### src/rtl/spi_master_reg.sv
// SPI mode-0 master for a two-phase register slave: address byte window, then data byte window.
// SS, SCLK and MOSI are decoded from the FSM state and clk-rate counters; no derived clock.
module spi_master_reg #(
  parameter int HALF  = 4,
  parameter int SETUP = 8,
  parameter int GAP   = 8
) (
  input  logic       clk,
  input  logic       reset,
  input  logic       start,
  input  logic       rw,
  input  logic [1:0] addr,
  input  logic [7:0] wdata,
  output logic       busy,
  output logic       done,
  output logic [7:0] rdata,
  output logic       SCLK,
  output logic       MOSI,
  input  logic       MISO,
  output logic       SS
);
  typedef enum logic [2:0] {S_IDLE, S_LEAD, S_SHIFT, S_TRAIL, S_GAP} state_t;

  localparam logic [15:0] LEAD_LAST = 16'(SETUP - 1);
  localparam logic [15:0] HALF_LAST = 16'(HALF - 1);
  localparam logic [15:0] GAP_LAST  = 16'(GAP - 1);
  localparam logic [15:0] GAP_LOAD  = 16'(GAP - 2);

  state_t      state_reg, state_next;
  logic [15:0] cnt_reg;
  logic [3:0]  half_reg;
  logic        phase_reg;  // 0: address byte window, 1: data byte window
  logic        rw_reg;
  logic [1:0]  addr_reg;
  logic [7:0]  wdata_reg;
  logic [7:0]  rx_reg;
  logic [7:0]  rdata_reg;
  logic        cnt_last;
  logic [7:0]  cur_byte;

  always_comb begin
    cnt_last = 1'b0;
    case (state_reg)
      S_LEAD:           cnt_last = (cnt_reg == LEAD_LAST);
      S_SHIFT, S_TRAIL: cnt_last = (cnt_reg == HALF_LAST);
      S_GAP:            cnt_last = (cnt_reg == GAP_LAST);
      default:          cnt_last = 1'b0;
    endcase
  end

  always_ff @(posedge clk or negedge reset) begin
    if (!reset) state_reg <= S_IDLE;
    else        state_reg <= state_next;
  end

  always_comb begin
    state_next = state_reg;
    case (state_reg)
      S_IDLE:  if (start) state_next = S_LEAD;
      S_LEAD:  if (cnt_last) state_next = S_SHIFT;
      S_SHIFT: if (cnt_last && half_reg == 4'd15) state_next = S_TRAIL;
      S_TRAIL: if (cnt_last) state_next = S_GAP;
      S_GAP:   if (cnt_last) state_next = phase_reg ? S_IDLE : S_LEAD;
      default: state_next = S_IDLE;
    endcase
  end

  always_ff @(posedge clk or negedge reset) begin
    if (!reset) begin
      cnt_reg   <= '0;
      half_reg  <= '0;
      phase_reg <= 1'b0;
      rw_reg    <= 1'b0;
      addr_reg  <= '0;
      wdata_reg <= '0;
      rx_reg    <= '0;
      rdata_reg <= '0;
    end else begin
      cnt_reg <= (state_reg == S_IDLE || cnt_last) ? '0 : cnt_reg + 16'd1;
      if (state_reg != S_SHIFT) half_reg <= '0;
      else if (cnt_last)        half_reg <= half_reg + 4'd1;
      if (state_reg == S_IDLE) begin
        phase_reg <= 1'b0;
        if (start) begin
          rw_reg    <= rw;
          addr_reg  <= addr;
          wdata_reg <= wdata;
        end
      end else if (state_reg == S_GAP && cnt_last) begin
        phase_reg <= 1'b1;
      end
      // End of an SCLK low half is the rising transition
      if (state_reg == S_SHIFT && cnt_last && !half_reg[0]) rx_reg <= {rx_reg[6:0], MISO};
      // Loaded one cycle early so rdata is already valid while done is high
      if (state_reg == S_GAP && phase_reg && !rw_reg && cnt_reg == GAP_LOAD) rdata_reg <= rx_reg;
    end
  end

  always_comb begin
    cur_byte = phase_reg ? (rw_reg ? wdata_reg : 8'h00) : {rw_reg, 5'b0, addr_reg};
    SS   = 1'b1;
    SCLK = 1'b0;
    MOSI = 1'b0;
    done = 1'b0;
    busy = (state_reg != S_IDLE);
    case (state_reg)
      S_LEAD: begin
        SS   = 1'b0;
        MOSI = cur_byte[7];
      end
      S_SHIFT: begin
        SS   = 1'b0;
        SCLK = half_reg[0];
        MOSI = cur_byte[3'd7 - half_reg[3:1]];
      end
      S_TRAIL: SS = 1'b0;
      S_GAP:   done = phase_reg && cnt_last;
      default: ;
    endcase
  end

  assign rdata = rdata_reg;

endmodule

### config.mk
export PLATFORM = sky130hd
export DESIGN_NAME = spi_master_reg
export DESIGN_NICKNAME = d
export VERILOG_FILES = /design/src/rtl/spi_master_reg.sv
export SDC_FILE = /design/constraint.sdc
export NUM_CORES = 1
export LEC_CHECK = 0
export BUFFER_PORTS_ARGS = -buffer_cell sky130_fd_sc_hd__buf_2
export CAP_MARGIN = 25
export CORE_AREA = 5 5 75 77
export CTS_CLUSTER_SIZE = 20
export DETAILED_ROUTE_END_ITERATION = 16
export DIE_AREA = 0 0 80 82
export MAX_ROUTING_LAYER = met4
export PLACE_DENSITY = 0.79
export SKIP_LAST_GASP = 1
export SLEW_MARGIN = 20
export SYNTH_ARGS = -nofsm -noshare
export SYNTH_HDL_FRONTEND = slang
export SYNTH_SLANG_ARGS = --single-unit
### constraint.sdc
create_clock -name clk -period 2.2 [get_ports clk]
set_input_delay 0.33 -clock clk [delete_from_list [all_inputs] [get_ports clk]]
set_output_delay 0.33 -clock clk [all_outputs]
set_load 0.05 [all_outputs]
# Yosys cells after proc, flatten, opt, wreduce, memory -nomap -nowiden

Cells that the tools add are included.

Register bits after elaboration: 51
Bits in latches: 0
Memory bits (writable): 0
ROM bits: 0
Input bits: 15
Output and inout port bits: 13
Logic and storage cells: 68
Memories kept: 0

Add/sub/neg operators: 3
Multiply operators: 0
Div/mod/pow operators: 0
$lt $le $gt $ge: 1
Eq/ne operators: 14
Shift operators: 0
Mux-type cells: 21
Bitwise operators: 0
Reductions and logical operators: 20

Operators by type and width:

| kind                  | count |
|---|---|
| $eq 16x3->1 const B   | 2 |
| $add 16x1->16 const B | 1 |
| $eq 16x2->1 const B   | 1 |
| $mux 16               | 1 |
| $mux 8                | 2 |
| $mux 3                | 5 |
| $pmux 3 s5            | 1 |
| $ne 2x2->1 const B    | 5 |
| $logic_and 1x1->1     | 8 |
| $mux 4                | 2 |
| $mux 1                | 7 |
| $eq 3x2->1 const B    | 2 |
| $reduce_and 5->1      | 1 |
| $add 4x1->4 const B   | 1 |
| $eq 4x4->1 const B    | 1 |
| $lt 3x4->1 const B    | 1 |
| $pmux 1 s2            | 2 |
| $reduce_bool 2->1     | 2 |
| $reduce_or 2->1       | 2 |
| $bmux 1 s3            | 1 |
| $eq 3x1->1 const B    | 1 |
| $eq 3x3->1 const B    | 1 |
| $logic_not 3->1       | 1 |
| $ne 3x2->1 const B    | 1 |
| 6 further kinds       | 7 |

# Longest topological paths before layout

Depth after elaboration: 6
Mapped depth: 7
Gate-level depth less buffers: 5

# Worst setup path before layout

No wires, ideal clock.

Path type: register to output
Start point: register half_reg[1]
End point: output port MOSI
Data arrival time: 2174 ps
Data required time: 1870 ps
Setup slack: -304 ps
Stages on the path, launching flop included: 7
Buffers on the path: 1
Cell sequence: dfrtp_1 > clkbuf_1 > mux2_2 > nand2_1 > o21ai_0 > a31oi_1 > o31ai_1

Cells in the longest elaborated chain, start to end: 4

RTL lines:

| element                      | RTL line | RTL |
|---|---|---|
| from (decl)                  | 31       | `logic [3:0] half_reg;` |
| from (signal assigned)       | 81       | `else if (cnt_last) half_reg <= half_reg + 4'd1;` |
| $sub 3x3->3                  | 114      | `MOSI = cur_byte[3'd7 - half_reg[3:1]];` |
| $bmux 1 s3                   | 114      |  |
| $mux 1 (not written as such) | 114      |  |
| $pmux 1 s2                   | 106      | `case (state_reg)` |
| to (decl)                    | 18       | `output logic MOSI,` |

Every way passes these cells. The select of a mux whose other input is x is not followed.

# Final worst setup path

Start point: register state_reg[2]
End point: output port MOSI

Cells in the longest elaborated chain, start to end: 2
Elaborated cells between the ends (all ways): 3
Those cells by class: eq/ne: 2; mux: 1

RTL lines:

| element                                  | RTL line | RTL |
|---|---|---|
| from (decl)                              | 29       | `state_t state_reg, state_next;` |
| from (signal assigned)                   | 53       | `else state_reg <= state_next;` |
| $eq 3x2->1 or $eq 3x1->1 (tied branches) | 106      |  |
| $pmux 1 s2 *                             | 106      |  |

Mark *: on every way between the ends. The rest lies on a longest branch, timed or not.

==> metrics.txt <==
full die area 0.00656 mm²; MaxCap Viol Count 0; Seq/Total Area, Yosys 51.8%; slowest CP cell dfrtp_1; final worst-path cycle share 96.4%; crit path cell chain buf_4, nor2_1, nand2_2, o31ai_2, buf_6; number of global-route vias before repair 1753; Worst path max stage delay 0.41 ns; Power Density 1050 mW/mm²; max frequency 472 MHz; drt total wl 4680 µm; Placed Cells incl. Taps 310; Mapped Cells 213; Vias/cell 5.33; initial core utilization 49.8%; Finished Layout Cells 323; Final ANT Viol Nets 0; grt total ovfl 0; layout cell share with drive strength beyond 1 36.8%; Power Total 3.04 mW; antenna violations before repair 0; final net count 270; critical path type flop to output pin; core region area 0.00494 mm²; Clock Sinks 51; clock-pin slew on the worst setup and hold paths 0.09 ns; Post-Syn Nets 231; Die Span X 80 µm; Slew @ Worst Pin 0.518 ns; GPL Wtd Cong 0.754; Startpoint Class flop; Port Buf Inserts 27; Final Hold Vio Count 0; Clock Latency Late Sink 0.30 ns; Final Util 58.9%; first-pass GRT wire length 8030 µm; Peak VDD IR 0.550 mV; Setup Viol. Count Final 0; DR iter-0 viols 85; Syn-to-layout area delta 18.2%; routed vias 1723; Yosys warnings 0; CTS tree done; leakage dissipation 1.42 nW; final clock skew 0.0130 ns; largest net degree at the start of global routing 22; H-tree levels 2; worst-path fanout max 10; Final WS setup 0.0801 ns; Slew HR 65.5%; critical path data required time 1.87 ns; Synth cell types 40; crit path DAT 1.79 ns; diode count 0; Hold WC Path Type input pin to flop; max reg flops 16; CTS buffer count 5; Syn Std Cell Area 0.00246 mm²; Final Max Slew Viols 0; CTS Root Cell clkbuf_8; min Tclk post-route 2.12 ns; HPWL after DPL 3390 µm; clk buf depth 2; hold slack 0.256 ns; Detailed Routing Iterations Pass 1 4; die height 82 µm; DR WL/cell 14.5 µm; Core Rows 26; Worst setup EP type output pin; Setup WS pre-CTS -0.0605 ns; RSZ-0062 raised after global routing true; remaining routing DRC violations 0; overall global routing resource usage 16.4%; Avg Synthesized Cell Area 11.6 µm²; flops & latches, synth 51; status completed; top-level I/O count 28
==> cells in the mapped netlist, drive strengths merged <==
cell      n  area, µm²
dfrtp    51       1280
mux2     30        368
nor2     25       93.8
xor2     13        114
nand2    11       41.3
nand3    11       55.1
and3      7       43.8
o21ai     7       38.8
clkbuf    6       22.5
inv       6       22.5
a21oi     4       20.0
buf       4       28.8
nand4     4       31.3
nor3      4       20.0
ha        3       37.5
nor4      3       46.3
or3       3       18.8
xnor2     3       26.3
a31oi     2       12.5
nand3b    2       15.0
o31ai     2       15.0
a22o      1       8.76
a31o      1       8.76
and4      1       8.76
mux2i     1       10.0
mux4      1       22.5
nand4bb   1       11.3
nor2b     1       6.26
o21a      1       7.51
o22ai     1       6.26
o31a      1       8.76
or2       1       6.26
or4b      1       10.0
==> logic make-up (layout without fill, tap and decap cells) <==
| kind of cell | after synthesis | after routing | share of synthesized area (%) |
|---|---|---|---|
| AND/OR/NAND/NOR | 75 | 75 | 16.6 |
| flip-flops | 51 | 51 | 51.8 |
| multiplexers | 32 | 32 | 16.3 |
| AO/OA/AOI/OAI | 20 | 20 | 5.13 |
| XOR/XNOR | 16 | 16 | 5.69 |
| buffers and inverters | 16 | 56 | 3.00 |
| adder cells (fa/ha/maj) | 3 | 3 | 1.52 |
==> layout make-up <==
type                            instances  area, µm²
Multi-Input combinational cell        146       1150
Fill cell                             413       2030
Sequential cell                        51       1280
Timing Repair Buffer                   42        275
Clock buffer                            6       82.6
Clock inverter                          2       16.3
Tap cell                               70       87.6
Inverter                                6       22.5
==> through the flow <==
stage,setup TNS [ns],cell area (µm²)
after floorplan,0,2470
after global placement,0,2730
after detailed placement,-0.381,2730
after CTS,0,2850
after global routing,-0.0768,2910
final,0,2910
==> power breakdown <==
part | internal, mW | switching [mW] | total [mW]
Clock | 0.257 | 0.304 | 0.560
Combinational | 0.546 | 0.613 | 1.16
Sequential | 1.13 | 0.192 | 1.33
==> worst max-delay path, delay by kind of cell (launching register included) <==
| kind | cells | cell delay [ns] |
|---|---|---|
| buf+inv | 2 | 0.37 |
| simple gates | 2 | 0.40 |
| compound gates | 1 | 0.31 |
| flops | 1 | 0.41 |
==> layer usage <==
metal | global-route usage [%] | wire length (µm) | part of all wire [%] | up-vias
li1 | - | - | - | 821
met1 | 19.3 | 2080 | 44 | 857
met2 | 27.2 | 2330 | 50 | 36
met3 | 3.18 | 161 | 3.4 | 9
met4 | 7.43 | 113 | 2.4 | 0
met5 | - | 0 | 0 | -
==> cells in the final DEF, fill, tap and decap left out, types with 3 or more instances in the layout <==
cell,instances
o21ai_0,5
nand4_1,3
ha_1,3
nand3_1,11
buf_2,25
xor2_1,13
nand2_1,10
clkbuf_8,6
inv_1,6
nor2_1,25
xnor2_1,3
nor3_1,3
mux2_4,8
buf_4,13
mux2_2,22
a21oi_1,4
and3_1,7
dfrtp_1,50
==> repair_timing <==
action                                 CTS  global route
pin swaps                                0             3
resized for setup                        3             8
hold buffers                             1             0
setup endpoints to repair               10             3
endpoints found under the hold margin   19             0
setup buffers                            0             4
==> path summary, 6_finish.rpt <==
check	startpoint	end	slack [ns]	depth (start not counted)
min in group asynchronous	reset	cnt_reg[8]$_DFF_PN0_	0.52	2
worst max-delay path	state_reg[2]$_DFFE_PN0P_	MOSI	0.08	5
worst min register to register	wdata_reg[1]$_DFFE_PN0P_	wdata_reg[1]$_DFFE_PN0P_	0.51	1
max in group asynchronous	reset	rdata[6]$_DFFE_PN0P_	1.07	3
worst min-delay path	wdata[5]	wdata_reg[5]$_DFFE_PN0P_	0.26	2
worst max register to register	cnt_reg[4]$_DFF_PN0_	rx_reg[3]$_DFFE_PN0P_	0.09	5
(Power assumes the default switching activity.)
